**config.mk**
```make
export PLATFORM = sky130hd
export DESIGN_NAME = proc_control_unit_flat
export DESIGN_NICKNAME = d
export VERILOG_FILES = /design/src/rtl/proc_control_unit_if.sv /design/src/rtl/proc_control_unit.sv /design/src/flat_wrapper.sv
export SDC_FILE = /design/constraint.sdc
export NUM_CORES = 1
export LEC_CHECK = 0
export CAP_MARGIN = 20
export CORE_ASPECT_RATIO = 0.9
export CORE_MARGIN = 10
export CORE_UTILIZATION = 30
export DETAILED_ROUTE_END_ITERATION = 7
export PLACE_DENSITY = 0.74
export SYNTH_ARGS = -nofsm -noshare
export SYNTH_HDL_FRONTEND = slang
export SYNTH_SLANG_ARGS = --single-unit
```
**constraint.sdc**
```tcl
create_clock -name clock -period 4.2 [get_ports clock]
set_input_delay 0.42 -clock clock [delete_from_list [all_inputs] [get_ports clock]]
set_output_delay 0.42 -clock clock [all_outputs]
set_load 0.01 [all_outputs]
```
**src/rtl/proc_control_unit_if.sv**
```systemverilog
// Control bundle between the sequencer and the bus datapath.
// The datapath side is master: it supplies run/din and consumes the enables.
interface proc_control_unit_if #(
  parameter int N_REGS = 8
);
  logic              run;
  logic [15:0]       din;
  logic              ir_in;
  logic [N_REGS-1:0] r_in;
  logic [N_REGS-1:0] r_out;
  logic              din_out;
  logic              g_out;
  logic              a_in;
  logic              g_in;
  logic              addsub;
  logic              done;
  logic              busy;

  modport master (
    output run, din,
    input  ir_in, r_in, r_out, din_out, g_out,
    input  a_in, g_in, addsub, done, busy
  );

  modport slave (
    input  run, din,
    output ir_in, r_in, r_out, din_out, g_out,
    output a_in, g_in, addsub, done, busy
  );
endinterface

```
**src/rtl/proc_control_unit.sv**
```systemverilog
// T0-T3 sequencer for the 16-bit bus processor.
// Holds the 9-bit IR and decodes all bus/ALU enables from step and IR.
module proc_control_unit #(
  parameter int N_REGS = 8
) (
  input  logic              clock,
  input  logic              resetn,
  proc_control_unit_if.slave bus
);

  typedef enum logic [1:0] {
    T0 = 2'd0,
    T1 = 2'd1,
    T2 = 2'd2,
    T3 = 2'd3
  } step_e;

  step_e      state_q, state_d;
  logic [8:0] ir_q, ir_d;

  logic [2:0] opcode;
  logic [2:0] rx;
  logic [2:0] ry;
  logic       op_mv;
  logic       op_mvi;
  logic       op_alu;
  logic       unused_din;

  assign opcode     = ir_q[8:6];
  assign rx         = ir_q[5:3];
  assign ry         = ir_q[2:0];
  assign op_mv      = (opcode == 3'b000);
  assign op_mvi     = (opcode == 3'b001);
  assign op_alu     = (opcode == 3'b010) || (opcode == 3'b011);
  assign unused_din = ^bus.din[6:0];

  function automatic logic [N_REGS-1:0] onehot(input logic [2:0] idx);
    logic [N_REGS-1:0] oh;
    oh = '0;
    for (int i = 0; i < N_REGS; i++) begin
      if (idx == 3'(i)) oh[i] = 1'b1;
    end
    return oh;
  endfunction

  always_ff @(posedge clock or negedge resetn) begin
    if (!resetn) begin
      state_q <= T0;
      ir_q    <= '0;
    end else begin
      state_q <= state_d;
      ir_q    <= ir_d;
    end
  end

  always_comb begin
    state_d = state_q;
    ir_d    = ir_q;
    unique case (state_q)
      T0: begin
        if (bus.run) begin
          ir_d    = bus.din[15:7];
          state_d = T1;
        end
      end
      T1:      state_d = op_alu ? T2 : T0;
      T2:      state_d = T3;
      T3:      state_d = T0;
      default: state_d = T0;
    endcase
  end

  // Every bus source is gated by step, so T0 never drives the bus.
  always_comb begin
    bus.ir_in   = 1'b0;
    bus.r_in    = '0;
    bus.r_out   = '0;
    bus.din_out = 1'b0;
    bus.g_out   = 1'b0;
    bus.a_in    = 1'b0;
    bus.g_in    = 1'b0;
    bus.addsub  = 1'b0;
    bus.done    = 1'b0;
    bus.busy    = (state_q != T0);
    unique case (state_q)
      T0: bus.ir_in = bus.run;
      T1: begin
        unique case (1'b1)
          op_mv: begin
            bus.r_out = onehot(ry);
            bus.r_in  = onehot(rx);
            bus.done  = 1'b1;
          end
          op_mvi: begin
            bus.din_out = 1'b1;
            bus.r_in    = onehot(rx);
            bus.done    = 1'b1;
          end
          op_alu: begin
            bus.r_out = onehot(rx);
            bus.a_in  = 1'b1;
          end
          default: bus.done = 1'b1;
        endcase
      end
      T2: begin
        bus.r_out  = onehot(ry);
        bus.g_in   = 1'b1;
        bus.addsub = (opcode == 3'b011);
      end
      T3: begin
        bus.g_out = 1'b1;
        bus.r_in  = onehot(rx);
        bus.done  = 1'b1;
      end
      default: ;
    endcase
  end

endmodule

```
**src/flat_wrapper.sv**
```systemverilog
// flat-port wrapper written by rule: the top's interface ports become plain ports
module proc_control_unit_flat 
#(
  parameter int N_REGS = 8
)
  (clock, resetn, bus_run, bus_din, bus_ir_in, bus_r_in, bus_r_out, bus_din_out, bus_g_out, bus_a_in, bus_g_in, bus_addsub, bus_done, bus_busy);
  proc_control_unit_if #(.N_REGS(N_REGS)) bus_i ();
  input  logic clock;
  input  logic resetn;
  input wire logic [$bits(bus_i.run)-1:0] bus_run;
  input wire logic [$bits(bus_i.din)-1:0] bus_din;
  output wire logic [$bits(bus_i.ir_in)-1:0] bus_ir_in;
  output wire logic [$bits(bus_i.r_in)-1:0] bus_r_in;
  output wire logic [$bits(bus_i.r_out)-1:0] bus_r_out;
  output wire logic [$bits(bus_i.din_out)-1:0] bus_din_out;
  output wire logic [$bits(bus_i.g_out)-1:0] bus_g_out;
  output wire logic [$bits(bus_i.a_in)-1:0] bus_a_in;
  output wire logic [$bits(bus_i.g_in)-1:0] bus_g_in;
  output wire logic [$bits(bus_i.addsub)-1:0] bus_addsub;
  output wire logic [$bits(bus_i.done)-1:0] bus_done;
  output wire logic [$bits(bus_i.busy)-1:0] bus_busy;
  assign bus_i.run = bus_run;
  assign bus_i.din = bus_din;
  assign bus_ir_in = bus_i.ir_in;
  assign bus_r_in = bus_i.r_in;
  assign bus_r_out = bus_i.r_out;
  assign bus_din_out = bus_i.din_out;
  assign bus_g_out = bus_i.g_out;
  assign bus_a_in = bus_i.a_in;
  assign bus_g_in = bus_i.g_in;
  assign bus_addsub = bus_i.addsub;
  assign bus_done = bus_i.done;
  assign bus_busy = bus_i.busy;
  proc_control_unit #(.N_REGS(N_REGS)) u_core (.clock(clock), .resetn(resetn), .bus(bus_i));
endmodule
```
==> run summary <==
run status -> finished, final reports clean
Fillers -> 235
I/O pin total -> 43
number of CTS-inserted buffers -> 3
hold_buf cts -> 0
final std cells w/o fill -> 142
Vias -> 700
Synth Area in Compound Gates -> 0.149
# rows -> 17
multiplexer share of the synthesized area -> 0.135
fmax -> 363 MHz
Final period util -> 0.657
# DRC -> 0
maximum vdd drop -> 0.309 mV
first-pass GRT wire length -> 3220 µm
Worst-Skew Late Latency -> 0.26 ns
CP Capture Type -> output port
Area contributors post-synth -> dfrtp_1 (37%), mux2_2 (14%), ha_1 (8.4%), nor2_1 (5.0%), o32ai_1 (3.5%)
Final Hold Viols -> 0
HP Class -> in2async
reg2reg setup slack -> 2.66 ns
initial antenna violation count -> 0
async set-reset flop share out of synthesis -> 1.00
Vias/cell -> 4.93
post-route worst setup slack -> 1.44 ns
Max Clock Skew -> 0.00201 ns
GRT busiest layer -> met2
yosys warns -> 0
Post-synth EDFFs -> 0
RSZ-0062 raised after global routing -> no
Post-Syn Area -> 748 µm²
share of the synthesized area in the top cell type -> 0.368
syn_nets -> 99
CTS resizes -> 0
GR Layer Usage met1 -> 0.0836
crit path DAT -> 2.34 ns
R2R Path Start -> u_core.state_q[0]
top post-synthesis cells by count -> dfrtp_1 (11), nor2_1 (10), mux2_2 (9)
Reg2Reg Depth -> 4
Syn Area/Cell -> 9.98 µm²
Die ar. -> 4890 µm²
effective utilization at floorplan -> 0.309
Final ANT Viol Nets -> 0
Top FF cell, synth -> dfrtp_1
pwr dens -> 641 nW/µm²
GPL Wtd Cong -> 0.843
Netlist cell types -> 28
Final setup viols -> 0
area leader, netlist -> dfrtp_1
CTS sink count -> 11
Inserted Diodes -> 0
Post-layout nets -> 139
P_leak -> 0.451 nW
Synth Area in Adders -> 0.0836
final WL -> 2130 µm
GR Util met3 -> 0.0190
largest family of logic cells by synthesized area -> simple AND/OR/NAND/NOR gates
GRT Total Usage -> 0.0821
slew at the pin with the worst max-slew slack -> 0.455 ns
Port Buffers -> 35
Overflow after GRT -> 0
Pins Over Slew Limit -> 0
critical path class -> reg2out
post-route minimum period -> 2.76 ns
height of the die -> 67.4 µm
met2 Use GR -> 0.158
Hold Slack -> 0.477 ns
Worst Setup Start Kind -> register
Core Area -> 2420 µm²
Iter 0 DRT Violations -> 22
critical-path maximum fanout -> 6
WP data required -> 3.78 ns
FF+latch count, synth -> 11
vias in the first global route -> 712
Clock Pin Slew Worst Setup and Hold Paths -> 0.06 ns
Root Driver -> clkbuf_4
Max clock buf depth -> 2
count leader, synth -> dfrtp_1
post-synthesis xor/xnor area fraction -> 0
simple-gate share of the synthesized area -> 0.239
CTS tree -> done
layout cells sized above 1 -> 0.140
post-place setup slack -> 1.72 ns
max_cap viols -> 0
wire length per cell -> 15.0 µm
Area growth syn-to-layout -> 55.0%
Pre-Repair DR Iteration Count -> 4
Die X -> 72.6 µm
dpl cells -> 138
largest net degree at the start of global routing -> 12
Max-slew headroom -> 0.696
Post-Synthesis Cells -> 75
placed wire-length estimate -> 1850 µm
Post-CTS Repair Setup Buffers -> 0
htree depth -> 1
Seq/Total Area, Yosys -> 0.368
reg2reg end -> u_core.ir_q[2]
total negative setup slack -> 0 ns
==> state kept, by name, indices dropped and copies added, names as in the netlist, named ones only <==
name / flops
u_core.state_q: 1
u_core.ir_q: 9
==> where the power goes <==
part	switching (mW)	internal, mW	total, mW	leakage [nW]
registers	0.0741	0.160	0.234	0.131
clock network	0.0302	0.0366	0.0669	0.0150
logic	0.211	0.231	0.442	0.305
==> logic make-up (layout without fill, tap and decap cells) <==
family,Yosys count,in the layout
buffers and inverters,5,44
AND/OR/NAND/NOR,30,30
adder cells (fa/ha/maj),5,5
multiplexers,9,9
flip-flops,11,11
AO/OA/AOI/OAI,15,15
==> worst max-delay path by stage <==
stage	from	endpoint	slack, ns	cells past startpoint
final	u_core.state_q[0]	bus_r_out[0]	1.44	5
after global routing	register	bus_r_in[7]	1.23	6
after CTS	u_core.state_q[0]	bus_r_out[0]	1.43	5
after detailed placement	u_core.state_q[0]	bus_r_out[0]	1.72	5
after global placement	u_core.state_q[0]	bus_r_out[0]	1.75	5
after floorplan	u_core.state_q[0]	bus_r_out[0]	2.33	4
==> area by class of cell <==
type | count | area, µm² | area share
flip-flops and latches | 11 | 275 | 0.237
inverters | 5 | 18.8 | 0.0162
multi-input cells | 59 | 454 | 0.392
clock buffers | 4 | 26.3 | 0.0227
repair buffers | 35 | 350 | 0.302
well taps | 28 | 35.0 | 0.0302
==> cell usage in the layout (no fill, tap or decap), drive strengths merged <==
master,instances
a21o,1
a21oi,1
and2,1
clkbuf,4
clkdlybuf4s50,35
dfrtp,11
ha,5
inv,5
mux2,9
nand2,3
nand2b,3
nand3,1
nand3b,2
nand4,1
nand4b,1
nor2,11
nor2b,2
nor3,1
nor3b,1
nor4b,1
o21ai,3
o21bai,1
o22ai,4
o32ai,4
o41ai,1
or2,1
or3b,1
==> per-stage QoR <==
| stage | area, µm² | total power, mW | util |
|---|---|---|---|
| 6_report | 1160 | 0.743 | 0.478 |
| 5_1_grt | 1160 | 0.800 | 0.478 |
| 4_1_cts | 1160 | 0.749 | 0.478 |
| 3_5_place_dp | 1130 | 0.678 | 0.467 |
| 3_3_place_gp | 1130 | 0.660 | 0.467 |
| 2_1_floorplan | 748 | 0.495 | - |
==> per-layer routing <==
metal / routed length [µm] / vias up
met2: 1160 / 17
met1: 862 / 328
met4: 17 / 0
met5: 0 / -
li1: - / 351
met3: 96 / 4
==> worst max-delay path, stage by stage, from the launching register on <==
cell and delay (ns):
dfrtp_1 0.37, inv_1 0.11, ha_1 0.38, or3b_1 0.42, o32ai_2 0.21, clkdlybuf4s50_1 0.57
(Power assumes the default switching activity.)
==> RTL edit 1: new RTL, config.mk and constraints unchanged <==
`N_REGS` is set to 8 in 3 places; all go to 7.
--- a/src/rtl/proc_control_unit_if.sv
+++ b/src/rtl/proc_control_unit_if.sv
@@ -3,3 +3,3 @@
 interface proc_control_unit_if #(
-  parameter int N_REGS = 8
+  parameter int N_REGS = 7
 );
--- a/src/rtl/proc_control_unit.sv
+++ b/src/rtl/proc_control_unit.sv
@@ -3,3 +3,3 @@
 module proc_control_unit #(
-  parameter int N_REGS = 8
+  parameter int N_REGS = 7
 ) (
--- a/src/flat_wrapper.sv
+++ b/src/flat_wrapper.sv
@@ -3,3 +3,3 @@
 #(
-  parameter int N_REGS = 8
+  parameter int N_REGS = 7
 )
Interface: changed (resized bus_r_in and bus_r_out); port bits go from 43 to 41. The function was not compared with the original's and may differ.
==> RTL edit 1 against the original RTL <==
  * Hold slack better by 1.7 ps
  * Wire length fell by 2.5%
  * Synthesized area is 1.7% higher
  * Clock skew grew 0.66 ps
  * Clock power is 4.6% higher
  * Design area decreased by 0.65%
  * Setup slack improved by 120 ps
  * Sequential cell count is the same
  * Critical endpoint is now bus_r_out[6]
  * Sequential power increased by 3%
  * Power is 0.33% higher
  * Synthesized cell count is 4.0% higher
==> RTL edit 1: results (changes against the original RTL) <==
[synthesis]
ys_warn_count=0  ; unchanged
postSynth.topFlopCell=dfrtp_1  ; unchanged
seq_area_frac_synth=0.3618  ; was 0.3679
syn-num-nets=102  ; was 99
synthArstFlopShare=1.000  ; unchanged
yosys-top-cells-count=dfrtp_1, mux2_2, nor2_1  ; was dfrtp_1, nor2_1, mux2_2
synth_top_cells_by_area=dfrtp_1, mux2_2, ha_1  ; unchanged
yosysUniqueCellTypes=27  ; was 28

[critical_path]
crit_start=u_core.state_q[0]  ; unchanged
r2r_cells=4  ; unchanged
cp_max_fo=6  ; unchanged
cp.arrival_ps=2220  ; was 2340 ps
regToRegEndpoint=u_core.ir_q[3]  ; was u_core.ir_q[2]
cp-endpoint=bus_r_out[6]  ; was bus_r_out[0]
reg2reg_slack_ps=2670  ; was 2660 ps

[sta]
fin_ws_ps=1560  ; was 1443 ps
slew_headroom=0.6786  ; was 0.6957
skew_ps=2.669  ; was 2.006 ps
holdWs_ps=478.6  ; was 476.9 ps

[clocking]
clk_pin_slew_ps=70
cts_resized=0  ; unchanged
cts_buffers=3  ; unchanged
clock_path_buffers=2  ; unchanged
cts_root_buf=clkbuf_4  ; unchanged
htree_levels=1  ; unchanged
clock_latency_ps=260  ; about the same
post_cts_buffers=0  ; unchanged

[drt]
vias=714  ; was 700
drtIter0Drc=61  ; was 22
wl_um=2081  ; was 2134 um
dr.pass1.iters=4  ; unchanged

[placement]
place_area_um2=1126  ; was 1134 um^2
dp_slack_ps=1872  ; was 1721 ps
gp_congestion=0.8172  ; was 0.8429
port_buffers=33  ; was 35
place.detailed.hpwl_um=1779  ; was 1846 um

[final_layout]
final_layout_size_suffix_gt1_frac=0.1391  ; was 0.1404
final_nets=140  ; was 139
num-fill-cells=244  ; was 235
reg_top3=u_core.ir_q (9), u_core.state_q (1)  ; unchanged
num_antenna_cells=0  ; unchanged

[global_route]
antenna_found_initial=0  ; unchanged
grt_max_degree=12  ; unchanged
grt_pass1_vias=718  ; was 712
track_usage=0.08471  ; was 0.08213
grt_pass1_wl_um=3298  ; was 3222 um

[power]
peakVddDrop_mv=0.3516  ; was 0.3093 mV
p_leak_nw=0.4522  ; was 0.4511 nW
sw_frac_of_total=0.4204  ; was 0.4246

[status]
status=completed  ; unchanged

[hold_path]
hold_path.class=in2async  ; unchanged

## RTL edit 1: power by group through the flow
stage | clock [mW] | combinational (mW) | sequential, mW
4_1_cts | 0.0717 | 0.440 | 0.239
6_report | 0.0700 | 0.434 | 0.241
3_5_place_dp | 0 | 0.437 | 0.241
5_1_grt | 0.0771 | 0.482 | 0.254
2_1_floorplan | 0 | 0.283 | 0.218
3_3_place_gp | 0 | 0.429 | 0.237
## RTL edit 1: through the flow
stage / power [mW] / cells
2_1_floorplan: 0.5014 / 78
3_3_place_gp: 0.6663 / 139
3_5_place_dp: 0.6785 / 139
4_1_cts: 0.7509 / 143
5_1_grt: 0.8128 / 143
6_report: 0.7456 / 143
## RTL edit 1: routing by layer
metal  vias up  GRT usage  wire, um
li1        358          -         -
met1       334    0.08885       844
met2        20     0.1427      1049
met4         0    0.04976        21
met3         2    0.03221       166
met5         -          0         0
## RTL edit 1: logic make-up after synthesis
group | Yosys count | synth area share
buffers and inverters | 5 | 0.02467
and+or+nand+nor | 35 | 0.2878
muxes | 9 | 0.1332
DFF | 11 | 0.3618
AOI/OAI and AO/OA | 13 | 0.1102
adders and majority gates | 5 | 0.08224
## RTL edit 1: layout make-up
cell class,instances,area (um^2),share of cell area
Clock buffer,4,26.28,0.02280
Inverter,5,18.77,0.01629
Sequential cell,11,275.3,0.2389
Tap cell,28,35.03,0.03040
Multi-Input combinational cell,62,466.7,0.4050
Timing Repair Buffer,33,330.3,0.2866
## RTL edit 1: worst max-delay path, stage by stage (launching register included)
cell	delay [ps]
dfrtp_1	380
inv_1	110
ha_1	400
and2b_1	190
o211ai_1	120
o22ai_1	180
clkdlybuf4s50_1	570
==> RTL edit 2: new RTL, config.mk and constraints unchanged <==
Made on the original files. Take the reset off `ir_q` and load it in a clocked block of its own.
--- a/src/rtl/proc_control_unit.sv
+++ b/src/rtl/proc_control_unit.sv
@@ -48,7 +48,9 @@
       state_q <= T0;
-      ir_q    <= '0;
     end else begin
       state_q <= state_d;
-      ir_q    <= ir_d;
     end
+  end
+
+  always_ff @(posedge clock) begin
+    ir_q <= ir_d;
   end
Check against the original RTL: no difference found for any inputs over 10 cycles, from zero or initial values and one cycle with resetn low; that may be too few to reach the edited logic, so the function may still have changed.
==> RTL edit 2 against the original RTL <==
  * Setup slack worse by 97 ps
  * Sequential cell count stayed put
  * Power is 32% lower
  * Die area is 6.2% lower
  * Wire length is 9.7% lower
  * Synthesized area is 8.7% lower
  * Register-to-register slack better by 20 ps
  * Clock power is 1% lower
  * Design area is 5.7% lower
==> RTL edit 2: results (changes against the original RTL) <==
[status]
status=completed  ; unchanged

[global_route]
met1_usage=0.08163  ; was 0.08361
antenna_found_initial=0  ; unchanged
track_usage=0.08359  ; was 0.08213
grt_pass1_vias=680  ; was 712
grt_pass1_wl_um=3256  ; was 3222 um
grt_max_degree=11  ; was 12
grt_use_met2=0.1704  ; was 0.1580
grt_use_met3=0.02402  ; was 0.01903

[placement]
place_area_um2=1067  ; was 1134 um^2
gp_congestion=0.7392  ; was 0.8429
place.detailed.hpwl_um=1716  ; was 1846 um
dp_slack_ps=1622  ; was 1721 ps

[critical_path]
cp_max_fo=6  ; unchanged
cp.arrival_ps=2430  ; was 2340 ps

[final_layout]
reg_top3=u_core.ir_q (9), u_core.state_q (1)  ; unchanged
num_antenna_cells=0  ; unchanged
final_layout_size_suffix_gt1_frac=0.05769  ; was 0.1404
fin_cells=131  ; was 142

[power]
peakVddDrop_mv=0.2608  ; was 0.3093 mV
p_leak_nw=0.3832  ; was 0.4511 nW

[synthesis]
syn_area_per_cell_um2=10.51  ; was 9.976 um^2
ys_warn_count=0  ; unchanged
yosysUniqueCellTypes=27  ; was 28
seq_area_frac_synth=0.4689  ; was 0.3679
synthArstFlopShare=0.1818  ; was 1.000
synth_edf_count=9  ; was 0
yosys-top-cells-count=nor2_1, edfxtp_1, ha_1  ; was dfrtp_1, nor2_1, mux2_2
syn-num-nets=89  ; was 99
postSynth.topFlopCell=edfxtp_1  ; was dfrtp_1
synth_top_cells_by_area=edfxtp_1, ha_1, dfrtp_1  ; was dfrtp_1, mux2_2, ha_1

[drt]
route.met2.wl_um=1119  ; was 1158 um
wl_per_cell_um=14.70  ; was 15.03 um
wl_met3_um=78  ; was 96 um
avgViaCountPerCell=4.855  ; was 4.930
drtIter0Drc=26  ; was 22
wl_met1_um=727  ; was 862 um
route.top_layer_used=met3  ; was met4

[sta]
skew_ps=3.346  ; was 2.006 ps
tns_ps=0  ; unchanged
worst_pin_slew_ps=419.3  ; was 455.0 ps

[clocking]
cts_resized=0  ; unchanged

[die]
die_area_um2=4588  ; was 4894 um^2

==> RTL edit 2: changes by cell type in the layout (fill, tap and decap cells not counted) <==
cell and delta:
o32ai_2 -1, inv_1 -1, mux2_2 -9, edfxtp_1 +9
dfrtp_1 -9, and2_1 +1, o32ai_1 +1, nand2_1 -1
==> RTL edit 2: power breakdown <==
part | internal, mW | leakage, nW | switching (mW)
clock network | 0.0366 | 0.0150 | 0.0296
registers | 0.149 | 0.109 | 0.0242
logic | 0.129 | 0.259 | 0.136
total | 0.315 | 0.383 | 0.189
==> RTL edit 2: worst paths after layout <==
path	cells after the start	to	start	slack [ps]
worst max-delay path	5	bus_r_out[0]	u_core.state_q[0]	1350
worst min-delay path	1	async pin	resetn	330
worst max register to register	3	u_core.ir_q[2]	u_core.state_q[0]	2680
worst min register to register	2	flip-flop	flip-flop	580
max in group asynchronous	1	u_core.state_q[0]	resetn	3750
min in group clock	2	flip-flop	flip-flop	580
==> RTL edit 2: cell type report <==
type | count | area (um^2)
fill | 210 | 1089
timing repair buffer | 35 | 350.3
multi-input combinational | 50 | 347.8
sequential | 11 | 320.3
tap | 27 | 33.78
clock buffer | 4 | 26.28
inverter | 4 | 15.01
==> RTL edit 2: cell families (layout without fill, tap and decap cells) <==
logic type | count (synthesis) | in the layout | share of synthesized area
fa+ha+maj | 5 | 5 | 0.09158
buf+inv | 4 | 43 | 0.02197
flops | 11 | 11 | 0.4689
simple gates | 30 | 30 | 0.2656
compound gates | 15 | 15 | 0.1520
==> RTL edit 2: critical path: stages, from the launching register on <==
cell and delay, ps:
dfrtp_1 390, inv_1 120, ha_1 400, or3b_1 400
o32ai_1 280, clkdlybuf4s50_1 600
